<file path="src/rtl/raw_capture_pkg.sv">
// Shared definitions for the raw ADC snapshot capture controller.
//   - cap_state_e   : capture FSM states
//   - *_BIT / LEN_* : field positions in the software trigger word
//   - STAT_*_BIT    : field positions in the software status word
//   - calc_eff_len  : maps the requested length onto the usable capture depth
package raw_capture_pkg;

   typedef enum logic [1:0] {
      IDLE    = 2'd0,
      ARMED   = 2'd1,
      CAPTURE = 2'd2,
      DONE    = 2'd3
   } cap_state_e;

   // trig_reg fields
   localparam int unsigned ARM_BIT       = 0;
   localparam int unsigned WAIT_SYNC_BIT = 1;
   localparam int unsigned ABORT_BIT     = 2;
   localparam int unsigned LEN_LSB       = 16;
   localparam int unsigned LEN_MSB       = 31;

   // status fields; words_written occupies [ADDR_W:0]
   localparam int unsigned STAT_DONE_BIT  = 31;
   localparam int unsigned STAT_BUSY_BIT  = 30;
   localparam int unsigned STAT_ARMED_BIT = 29;
   localparam int unsigned STAT_OVF_BIT   = 28;

   // A length of zero, or one beyond the BRAM, means "fill the whole BRAM".
   function automatic logic [31:0] calc_eff_len(input logic [15:0] len,
                                                input logic [31:0] depth);
      logic [31:0] len_ext;
      len_ext = {16'd0, len};
      if (len == 16'd0 || len_ext > depth) begin
         return depth;
      end
      return len_ext;
   endfunction

endpackage

</file>
<file path="src/rtl/capture_addr_counter.sv">
// Write-address / words-written counter for the capture controller.
// Ports:
//   clk, rst_n : clock and asynchronous active-low reset
//   clr        : synchronous clear (start of a new run), wins over en
//   en         : advance by one (one BRAM write accepted)
//   eff_len    : effective capture length, 1..2^ADDR_W
//   count      : number of words written so far (ADDR_W+1 bits)
//   last       : count is at eff_len-1, i.e. the next write is the final one
module capture_addr_counter #(
   parameter int unsigned ADDR_W = 11
) (
   input  logic              clk,
   input  logic              rst_n,
   input  logic              clr,
   input  logic              en,
   input  logic [ADDR_W:0]   eff_len,
   output logic [ADDR_W:0]   count,
   output logic              last
);

   logic [ADDR_W:0] count_q;

   always_ff @(posedge clk or negedge rst_n) begin
      if (!rst_n) begin
         count_q <= '0;
      end else if (clr) begin
         count_q <= '0;
      end else if (en) begin
         count_q <= count_q + (ADDR_W + 1)'(1);
      end
   end

   assign count = count_q;
   assign last  = (count_q == eff_len - (ADDR_W + 1)'(1));

endmodule

</file>
<file path="src/rtl/raw_capture_ctrl.sv">
// Raw ADC snapshot capture controller.
// Arms on a rising edge of the software arm bit, optionally waits for the
// system sync pulse, then writes eff_len valid samples into consecutive BRAM
// addresses starting at 0. Reports progress through a 32-bit status word.
// Ports:
//   user_clk, user_rst_n : capture clock, asynchronous active-low reset
//   trig_reg             : software trigger word {length, -, abort, wait_sync, arm}
//   sync_in              : one-cycle system sync pulse
//   din, din_vld         : raw sample stream and its qualifier
//   bram_addr/data/we    : registered BRAM write port
//   status               : {done, busy, armed, overflow_len, ..., words_written}
module raw_capture_ctrl
   import raw_capture_pkg::*;
#(
   parameter int unsigned ADDR_W = 11,
   parameter int unsigned DATA_W = 64
) (
   input  logic              user_clk,
   input  logic              user_rst_n,
   input  logic [31:0]       trig_reg,
   input  logic              sync_in,
   input  logic [DATA_W-1:0] din,
   input  logic              din_vld,
   output logic [ADDR_W-1:0] bram_addr,
   output logic [DATA_W-1:0] bram_data,
   output logic              bram_we,
   output logic [31:0]       status
);

   localparam logic [31:0] DEPTH = 32'd1 << ADDR_W;

   cap_state_e        state_q, state_d;
   logic              arm_q;
   logic              we_q, we_d;
   logic [ADDR_W-1:0] addr_q, addr_d;
   logic [DATA_W-1:0] data_q, data_d;
   logic [31:0]       status_q, status_d;
   logic [ADDR_W:0]   eff_len_q;
   logic              ovf_q;

   logic              arm_edge, arm_go, abort;
   logic              lat_en, cnt_clr, cnt_en;
   logic [31:0]       len_ext, eff_len_full;
   logic [ADDR_W:0]   eff_len_new;
   logic              len_ovf;
   logic [ADDR_W:0]   count;
   logic              last;
   logic              unused_bits;

   // Field decode
   assign abort        = trig_reg[ABORT_BIT];
   assign arm_edge     = trig_reg[ARM_BIT] & ~arm_q;
   assign arm_go       = arm_edge & ~abort;   // abort suppresses a simultaneous arm
   assign len_ext      = {16'd0, trig_reg[LEN_MSB:LEN_LSB]};
   assign len_ovf      = (len_ext > DEPTH);
   assign eff_len_full = calc_eff_len(trig_reg[LEN_MSB:LEN_LSB], DEPTH);
   assign eff_len_new  = eff_len_full[ADDR_W:0];
   assign unused_bits  = ^{trig_reg[LEN_LSB-1:ABORT_BIT+1], eff_len_full[31:ADDR_W+1]};

   capture_addr_counter #(
      .ADDR_W (ADDR_W)
   ) u_addr_counter (
      .clk     (user_clk),
      .rst_n   (user_rst_n),
      .clr     (cnt_clr),
      .en      (cnt_en),
      .eff_len (eff_len_q),
      .count   (count),
      .last    (last)
   );

   // Next-state and write-port logic
   always_comb begin
      state_d = state_q;
      we_d    = 1'b0;
      addr_d  = addr_q;
      data_d  = data_q;
      lat_en  = 1'b0;
      cnt_clr = 1'b0;
      cnt_en  = 1'b0;
      case (state_q)
         IDLE, DONE: begin
            if (arm_go) begin
               lat_en  = 1'b1;
               cnt_clr = 1'b1;
               state_d = trig_reg[WAIT_SYNC_BIT] ? ARMED : CAPTURE;
            end
         end
         ARMED: begin
            // The sample that arrives alongside sync is deliberately dropped.
            if (abort) begin
               state_d = IDLE;
            end else if (sync_in) begin
               state_d = CAPTURE;
            end
         end
         CAPTURE: begin
            if (abort) begin
               state_d = IDLE;
            end else if (din_vld) begin
               we_d    = 1'b1;
               addr_d  = count[ADDR_W-1:0];
               data_d  = din;
               cnt_en  = 1'b1;
               if (last) begin
                  state_d = DONE;
               end
            end
         end
         default: state_d = IDLE;
      endcase
   end

   always_comb begin
      status_d                 = '0;
      status_d[STAT_DONE_BIT]  = (state_q == DONE);
      status_d[STAT_BUSY_BIT]  = (state_q == CAPTURE);
      status_d[STAT_ARMED_BIT] = (state_q == ARMED);
      status_d[STAT_OVF_BIT]   = ovf_q;
      status_d[ADDR_W:0]       = count;
   end

   always_ff @(posedge user_clk or negedge user_rst_n) begin
      if (!user_rst_n) begin
         state_q   <= IDLE;
         arm_q     <= 1'b0;
         we_q      <= 1'b0;
         addr_q    <= '0;
         data_q    <= '0;
         status_q  <= '0;
         eff_len_q <= (ADDR_W + 1)'(DEPTH);
         ovf_q     <= 1'b0;
      end else begin
         state_q  <= state_d;
         arm_q    <= trig_reg[ARM_BIT];
         we_q     <= we_d;
         addr_q   <= addr_d;
         data_q   <= data_d;
         status_q <= status_d;
         if (lat_en) begin
            eff_len_q <= eff_len_new;
            ovf_q     <= len_ovf;
         end
      end
   end

   assign bram_we   = we_q;
   assign bram_addr = addr_q;
   assign bram_data = data_q;
   assign status    = status_q;

endmodule

</file>
<file path="config.mk">
export PLATFORM = sky130hd
export DESIGN_NAME = raw_capture_ctrl
export DESIGN_NICKNAME = d
export VERILOG_FILES = /design/src/rtl/raw_capture_pkg.sv /design/src/rtl/capture_addr_counter.sv /design/src/rtl/raw_capture_ctrl.sv
export SDC_FILE = /design/constraint.sdc
export NUM_CORES = 1
export LEC_CHECK = 0
export CORE_ASPECT_RATIO = 0.75
export CORE_MARGIN = 4
export CORE_UTILIZATION = 43
export DETAILED_ROUTE_END_ITERATION = 10
export PLACE_DENSITY = 0.77
export SETUP_SLACK_MARGIN = 0.1
export SLEW_MARGIN = 20
export SYNTH_ARGS = -nofsm -noshare
export SYNTH_HDL_FRONTEND = slang
export SYNTH_SLANG_ARGS = --single-unit
export TNS_END_PERCENT = 20
</file>
<file path="constraint.sdc">
create_clock -name user_clk -period 2.7 [get_ports user_clk]
set_input_delay 0.54 -clock user_clk [delete_from_list [all_inputs] [get_ports user_clk]]
set_output_delay 0.54 -clock user_clk [all_outputs]
set_load 0.02 [all_outputs]
</file>
==> flow_summary_export.csv, run 1 <==
group,metric,value,unit
critical_path,worstRegToRegCells,8,
placed_design,port_buffers,178,
clocking,cts_made_buffers,17,
clocking,cts-root-buf,"clkbuf_16",
synthesis,ys_ff_latch,120,
grt,grt_use_met1,23.3,%
final_layout,nFillCells,878,
power,comb_power_share,39.2,%
timing,tightest_slew,0.815,ns
synthesis,syn_inst,531,
final_layout,drive_gt1_share,6.48,%
power,p_per_area,1080,nW/um^2
grt,grt_first_pass_wirelength,21700,um
clocking,clk_pin_slew,0.05,ns
final_layout,final_cells,882,
hold_path,min_path_type,"in -> async",
die,dieWidth,133,um
synthesis,netlist_area,5040,um^2
die,ios,208,
routing,wire_per_inst,14.9,um
clocking,clk_latency,0.41,ns
power,ir_drop,0.650,mV
routing,drc,0,
critical_path,critPathRequiredTime,3.02,ns
power,power.net_switching,0.00283,W
grt,grt_use_total,20.2,%
critical_path,crit_type,"reg -> reg",
die,dieHeight,102,um
grt,grt_max_degree,79,
placed_design,place.gp.congestion,0.831,
synthesis,ys_seq_area_share,59.6,%
critical_path,cp_max_fo,6,
synthesis,synthDominantCellAreaShare,59.1,%
final_layout,multi_input_area,1850,um^2
power,power.internal,0.00534,W
grt,grt.busiest_layer,"met2",
synthesis,synth_edf_count,0,
timing,fin_crit_sh,91.7,%
die,core_area,11200,um^2
critical_path,crit_start,"eff_len_q[0]",
critical_path,crit_path_end,"state_q[0]",
critical_path,r2r_setup_slack,0.23,ns
synthesis,synthArstFlopShare,100,%
final_layout,fin_util,67.3,%
clocking,cts_sinks,120,
synthesis,yosysUniqueCellTypes,47,
routing,vias_per_cell,4.75,
clocking,cts_resized,0,
timing,final.setup_skew,0.00636,ns
power,seq_power_share,34.1,%
clocking,cts_buffer_depth,2,
clocking,cts_hold_buffers,0,
final_layout,antenna_cells,0,
grt,use_met3,8.29,%
critical_path,r2r_start,"eff_len_q[0]",
placed_design,dp_hpwl,9380,um
power,clockPowerShare,26.6,%
timing,hold_viol,0,
critical_path,worstPathArrival,2.80,ns
critical_path,reg2reg_to,"state_q[0]",
grt,gr-total-overflow,0,
routing,via_count,4188,
final_layout,regArea,3010,um^2
power,switching_share,34.6,%
clocking,htreeDepth,4,
timing,timing.final.max_slew_violations,0,
power,leakage,3.65,nW
final_layout,finalNetCount,818,
routing,drtIter0Drc,182,
die,initial_core_util,45.1,%
grt,grt_pass1_vias,4451,
timing,final-setup-viol-count,0,
final_layout,syn_to_final_growth,49.4,%
clocking,cts_tree,"built",
power,power,0.00816,W
die,num_rows,33,
timing,fmax,0.404,GHz
synthesis,synth_warnings,0,
job,cap_violations,0,
outcome,status,"finished clean",
routing,drtAntennaViolNets,0,
timing,slew-limit-headroom,45.6,%
die,fp.dieArea,13500,um^2
grt,global_route.usage.met2,33.7,%
synthesis,synthTopCellsByArea,"dfrtp_1 59%, nand2_1 18%, buf_4 2.4%",
routing,dr.pass1.iters,4,
synthesis,ys.flop_type,"dfrtp_1",
critical_path,start_kind,"register",
timing,finalCriticalPeriod,2.47,ns
synthesis,synth_top_cell_by_area,"dfrtp_1",
critical_path,worst_setup_path_end_kind,"register",
timing,rsz0062_at_grt,"false",
placed_design,dpl.cell_count,851,
routing,wl,13100,um
synthesis,postSynthAreaPerCell,9.50,um^2
grt,antenna_found_initial,0,
clocking,post_cts_buffers,0,
stage by stage:
step	TNS, ns	cell area (um^2)	setup WS, ns	hold slack (ns)
final	0	7530	0.225	0.0125
after global routing	0	7530	0.134	0.0245
after CTS	0	7530	0.199	0.00420
after detailed placement	-0.0598	6960	-0.0598	0.375
after global placement	0	6960	0.0292	0.364
after floorplan	0	5100	0.467	0.244
state kept, by name, summed over array words and instances (netlist names):
name and count:
u_addr_counter.count 12, arm_q 1, bram_data 64, ovf_q 1
bram_addr 11, bram_we 1, state_q 2, status 16
eff_len_q 12
per-layer routing:
layer	vias to the layer above	part of all wire, %
met5	-	0
met2	151	48
met3	25	9.5
met4	0	2.1
li1	2027	-
met1	1985	40
worst max-delay path, stage by stage (launching register included):
cell      delay, ns
dfrtp_2        0.43
inv_1          0.08
ha_1           0.24
nor2b_4        0.25
a21o_1         0.14
a211oi_1       0.08
or4_4          0.55
or4_1          0.53
o211ai_1       0.10
cell usage after synthesis, drive strengths merged (2+ instances only):
cell type	n
a22o	9
nor4	5
and2	3
buf	19
a21oi	7
or4	2
nor2	13
ha	5
nand3	4
a21o	2
nand4	2
xor2	12
inv	9
clkbuf	19
mux2i	2
or3	4
and3	4
dfrtp	119
o211ai	2
nand2	242
nor3	7
o21ai	8
nor2b	4
xnor2	11
power by group through the flow:
stage | registers (W) | logic (W) | clock network, W
6_report | 0.00279 | 0.00320 | 0.00217
2_1_floorplan | 0.00346 | 0.000958 | 0
3_3_place_gp | 0.00279 | 0.00316 | 0
4_1_cts | 0.00280 | 0.00325 | 0.00223
3_5_place_dp | 0.00282 | 0.00322 | 0
5_1_grt | 0.00288 | 0.00347 | 0.00231
kinds of logic (layout without fill, tap and decap cells):
group	after synthesis	after routing	synth area share [%]
xor+xnor	24	24	4.44
fa+ha+maj	5	5	1.24
compound gates	35	35	4.84
simple gates	296	296	24.6
other cells	1	16	0.0744
flops	120	120	59.6
buf+inv	48	227	4.81
mux	2	2	0.397
worst min-delay path by stage:
stage                     from      endpoint
CTS                 user_rst_n         arm_q
finish              user_rst_n  eff_len_q[4]
global placement         ovf_q    status[28]
floorplan           user_rst_n         arm_q
global route        user_rst_n  eff_len_q[7]
detailed placement       ovf_q    status[28]
area by class of cell:
cell class / count / share of cell area, %
clock buffers: 23 / 6.35
clock inverters: 8 / 1.28
inverters: 10 / 0.498
multi-input cells: 378 / 24.6
flip-flops and latches: 120 / 39.9
well taps: 157 / 2.61
repair buffers: 186 / 24.8
cells in the final DEF (no fill, tap or decap), drive strengths merged, types with 8 or more instances in the layout:
cell type,instances
nand2,242
clkdlybuf4s50,177
dfrtp,119
clkbuf,23
conb,16
nor2,13
xor2,12
xnor2,11
inv,10
a22o,9
buf,9
o21ai,8
Power figures use the tool's default switching activity.
==> run 2: changes to the inputs <==
CORE_MARGIN = 2   (was 4)
CORE_UTILIZATION = 44   (was 43)
CTS_BUF_LIST = sky130_fd_sc_hd__clkbuf_2 sky130_fd_sc_hd__clkbuf_4 sky130_fd_sc_hd__clkbuf_8   (was default)
PLACE_DENSITY = 0.79   (was 0.77)
==> run 2 against run 1 <==
Compared with the run above:
- largest power group unchanged
- final area is 1.9% lower
- flip-flop and latch count unchanged
- sequential share of layout area up 0.77 points
- die area decreased by 8.9%
- first-iteration DRC count grew 2.7%
- worst setup slack improved by 0.085 ns
- highest routed layer unchanged
- critical path depth unchanged
- register-to-register slack improved by 0.08 ns
==> flow_summary_export.csv, run 2 (synthesis results as in run 1) <==
group,metric,value,unit
critical_path,crit_start,"eff_len_q[0]",
outcome,status,"finished clean",
final_layout,syn_to_final_growth,46.5,%
routing,drtAntennaViolNets,0,
final_layout,mostFrequentLayoutCell,"nand2_1",
power,p_per_area,1050,nW/um^2
die,fp.dieArea,12300,um^2
critical_path,r2r_start,"eff_len_q[0]",
placed_design,placed_cell_area,6930,um^2
routing,via_count,4218,
grt,gr-total-overflow,0,
final_layout,finalNetCount,819,
grt,antenna_found_initial,0,
clocking,cts_resized,0,
critical_path,cp_max_fo,6,
timing,timing.final.max_slew_violations,0,
routing,drtIter0Drc,187,
grt,grt_first_pass_wirelength,21200,um
die,dieWidth,128,um
critical_path,cp_cell_sequence,"inv_1, ha_1, nor2b_4, a21o_1, a211oi_1, or4_4, or4_1, o211ai_1",
timing,fin_crit_sh,88.5,%
job,cap_violations,0,
final_layout,stdcell_area,7390,um^2
routing,drc,0,
final_layout,largest_reg_flops,64,
clocking,htreeDepth,4,
final_layout,nFillCells,892,
power,ir_drop,0.648,mV
clocking,post_cts_buffers,0,
timing,rsz0062_at_grt,"false",
critical_path,worst_setup_path_end_kind,"register",
timing,finalSetupTns,0,ns
critical_path,crit_type,"reg -> reg",
critical_path,worstPathArrival,2.74,ns
die,ios,208,
clocking,cts_hold_buffers,0,
routing,wire_per_inst,14.6,um
die,num_rows,33,
critical_path,cpMaxStageDelayCell,"or4_4",
clocking,cts_buffer_depth,2,
grt,grt_max_degree,78,
routing,vias_per_cell,4.87,
placed_design,place.gp.congestion,0.827,
die,dieHeight,96.7,um
clocking,cts-root-buf,"clkbuf_8",
final_layout,antenna_cells,0,
critical_path,cpPeakStageDelay,0.54,ns
final_layout,layout_common_cells,"241 x nand2_1, 177 x clkdlybuf4s50_1, 119 x dfrtp_1",
timing,hold_viol,0,
placed_design,port_buffers,178,
critical_path,critPathRequiredTime,3.05,ns
clocking,clk_latency,0.43,ns
routing,wl,12600,um
die,core_area,11100,um^2
final_layout,drive_gt1_share,7.02,%
placed_design,dp_hpwl,8950,um
critical_path,start_kind,"register",
clocking,clk_pin_slew,0.07,ns
clocking,cts_tree,"built",
timing,final.setup_skew,0.00979,ns
grt,grt_pass1_vias,4399,
timing,slew-limit-headroom,46.8,%
timing,final-setup-viol-count,0,
timing,fmax,0.418,GHz
grt,grt_use_total,21.7,%
die,initial_core_util,45.6,%
hold_path,min_path_type,"in -> async",
clocking,cts_sinks,120,
power,leakage,3.60,nW
clocking,cts_made_buffers,17,
timing,tightest_slew,0.798,ns
routing,dr.pass1.iters,4,
timing,finalCriticalPeriod,2.39,ns
run 2: cell type report:
class | count | area [um^2] | area share (%)
repair buffers | 187 | 1860 | 25.2
inverters | 10 | 37.5 | 0.508
well taps | 140 | 175 | 2.37
clock buffers | 21 | 289 | 3.91
clock inverters | 11 | 168 | 2.27
flip-flops and latches | 120 | 3000 | 40.7
multi-input cells | 378 | 1850 | 25.1
run 2: path summary, 6_finish.rpt:
check                          endpoint  slack [ns]  cells past startpoint
max                          state_q[0]        0.31                      8
min                        eff_len_q[8]        0.03                      1
max reg2reg                  state_q[0]        0.31                      8
min reg2reg                  status[28]        0.39                      0
max in group asynchronous     status[0]        1.91                      2
min in group user_clk        status[28]        0.39                      0
run 2: metal layers:
layer | GRT usage [%] | routed length, um | vias up | part of all wire (%)
li1 | - | - | 2025 | -
met1 | 26.5 | 5310 | 2014 | 42
met2 | 34.4 | 6030 | 155 | 48
met3 | 9.46 | 1070 | 24 | 8.5
met4 | 7.52 | 204 | 0 | 1.6
met5 | 0 | 0 | - | 0
run 2: metrics by stage:
step	instances	setup slack, ns	utilization (%)	hold WS [ns]	total power [W]
floorplan	546	0.467	-	0.244	0.00442
global placement	835	0.0278	62.6	0.363	0.00591
detailed placement	835	0.0391	62.6	0.371	0.00601
CTS	867	0.308	66.8	0.0162	0.00788
global route	867	0.160	66.8	0.0261	0.00826
finish	867	0.310	66.8	0.0342	0.00779
run 2: power breakdown:
group | switching [W] | leakage (nW) | internal (W)
registers | 0.000386 | 1.55 | 0.00242
clock network | 0.000725 | 0.228 | 0.00110
logic | 0.00167 | 1.82 | 0.00149
run 2: worst max-delay path: cells and delay by family, from the launching register on:
kind,cells,cell delay [ns]
flops,1,0.43
buf+inv,1,0.10
simple gates,3,1.28
fa+ha+maj,1,0.23
compound gates,3,0.29
==> run 3: changes to the inputs <==
CORE_ASPECT_RATIO = 1.1   (was 0.75)
PLACE_DENSITY = 0.82   (was 0.79)
==> run 3 against run 2 <==
Compared with the run above:
- non-clock buffer count grew 1
- final area grew 0.20%
- total power shrank 0.15%
- combinational power is essentially flat
- via count is essentially flat
- first-iteration DRC count grew 15%
- clock power is essentially flat
- flip-flop and latch count is the same
- clock-buffer cell count is the same
- largest power group unchanged
==> flow_summary_export.csv, run 3 (synthesis results as in run 1) <==
group,metric,value,unit
die,initial_core_util,44.5,%
critical_path,worst_setup_path_end_kind,"register",
timing,rsz0062_at_grt,"false",
power,clockPowerShare,23.3,%
critical_path,r2r_setup_slack,0.25,ns
clocking,clk_latency,0.42,ns
clocking,cts_resized,0,
routing,drtIter0Drc,215,
final_layout,mostFrequentLayoutCell,"nand2_1",
power,switching_share,35.7,%
timing,fin_crit_sh,90.9,%
clocking,post_cts_buffers,0,
grt,antenna_found_initial,0,
clocking,cts_made_buffers,17,
job,cap_violations,0,
critical_path,cpPeakStageDelay,0.54,ns
die,num_rows,41,
routing,drtAntennaViolNets,0,
grt,grt_pass1_vias,4325,
power,ir_drop,0.614,mV
timing,finalSetupTns,0,ns
critical_path,crit_type,"reg -> reg",
timing,finalCriticalPeriod,2.45,ns
hold_path,min_path_type,"in -> async",
power,p_per_area,1050,nW/um^2
timing,slew-limit-headroom,49.3,%
grt,grt_use_total,21.4,%
grt,grt_first_pass_wirelength,20600,um
critical_path,worstPathArrival,2.79,ns
critical_path,start_kind,"register",
die,ios,208,
clocking,clk_pin_slew,0.07,ns
power,leakage,3.61,nW
final_layout,largest_reg_flops,64,
final_layout,antenna_cells,0,
routing,wire_per_inst,14.6,um
critical_path,critPathRequiredTime,3.03,ns
die,dieWidth,106,um
final_layout,fin_util,65.3,%
timing,tightest_slew,0.761,ns
critical_path,cp_cell_sequence,"inv_1, ha_1, nor2b_4, a21o_1, a211oi_1, or4_4, or4_1, o211ai_1",
timing,hold_viol,0,
final_layout,layout_common_cells,"241 x nand2_1, 177 x clkdlybuf4s50_1, 119 x dfrtp_1",
timing,fmax,0.407,GHz
timing,final-setup-viol-count,0,
placed_design,place.gp.congestion,0.871,
placed_design,port_buffers,178,
critical_path,cpMaxStageDelayCell,"or4_4",
power,seq_power_share,35.9,%
die,dieHeight,116,um
clocking,cts_buffer_depth,2,
timing,timing.final.max_slew_violations,0,
final_layout,stdcell_area,7400,um^2
routing,dr.pass1.iters,4,
routing,drc,0,
clocking,cts_sinks,120,
critical_path,r2r_start,"eff_len_q[0]",
placed_design,dp_hpwl,9240,um
outcome,status,"finished clean",
die,core_area,11300,um^2
power,power.internal,0.00500,W
grt,grt_max_degree,78,
critical_path,cp_max_fo,6,
die,fp.dieArea,12300,um^2
routing,via_count,4217,
routing,wl,12800,um
final_layout,drive_gt1_share,7.14,%
clocking,cts_hold_buffers,0,
clocking,htreeDepth,4,
grt,gr-total-overflow,0,
clocking,cts-root-buf,"clkbuf_8",
placed_design,placed_cell_area,6950,um^2
critical_path,reg2reg_to,"state_q[0]",
final_layout,syn_to_final_growth,46.8,%
critical_path,worstRegToRegCells,8,
routing,vias_per_cell,4.80,
timing,final.setup_skew,0.00877,ns
clocking,cts_tree,"built",
timing,hold_slack,0.0416,ns
final_layout,finalNetCount,820,
power,comb_power_share,40.8,%
power,power.net_switching,0.00278,W
-- run 3: cell types whose count changed in the layout (fill, tap and decap cells not counted), sizes merged --
| cell | before | now |
|---|---|---|
| buf | 10 | 11 |
| clkinv | 4 | 5 |
| clkinvlp | 2 | 1 |
-- run 3: worst max-delay path, delay by kind of cell, from the launching register on --
| family | cells | cell delay [ns] |
|---|---|---|
| DFF | 1 | 0.43 |
| adders and majority gates | 1 | 0.24 |
| buffers and inverters | 1 | 0.10 |
| and+or+nand+nor | 3 | 1.29 |
| AOI/OAI and AO/OA | 3 | 0.32 |
-- run 3: worst max path at each step --
stage,start,end
detailed placement,trig_reg[0],state_q[0]
global route,eff_len_q[0],state_q[0]
finish,eff_len_q[0],state_q[0]
floorplan,eff_len_q[0],state_q[0]
global placement,trig_reg[0],state_q[0]
CTS,eff_len_q[0],state_q[0]
-- run 3: power by group through the flow --
| stage | Combinational [W] | Sequential [W] | Clock, W |
|---|---|---|---|
| after detailed placement | 0.00321 | 0.00282 | 0 |
| after CTS | 0.00322 | 0.00280 | 0.00185 |
| after global placement | 0.00312 | 0.00279 | 0 |
| after floorplan | 0.000958 | 0.00346 | 0 |
| after global routing | 0.00343 | 0.00287 | 0.00192 |
| final | 0.00318 | 0.00279 | 0.00181 |
-- run 3: routing by layer --
layer | GRT usage [%] | share of wire (%)
met2 | 38.9 | 53
met5 | 0 | 0
met3 | 5.80 | 5.7
met4 | 8.16 | 1.4
met1 | 24.1 | 39
-- run 3: area by class of cell --
class                           count  area (um^2)
Clock buffer                       21          283
Tap cell                          150          188
Fill cell                         876         3940
Inverter                           10         37.5
Timing Repair Buffer              188         1870
Sequential cell                   120         3000
Multi-Input combinational cell    378         1850
Clock inverter                     11          169
-- run 3: stage by stage --
stage,total power [W],std cells,setup WS [ns]
finish,0.00778,878,0.246
global route,0.00822,878,0.106
CTS,0.00786,878,0.275
detailed placement,0.00602,846,0.0103
global placement,0.00590,846,0.0297
floorplan,0.00442,546,0.467
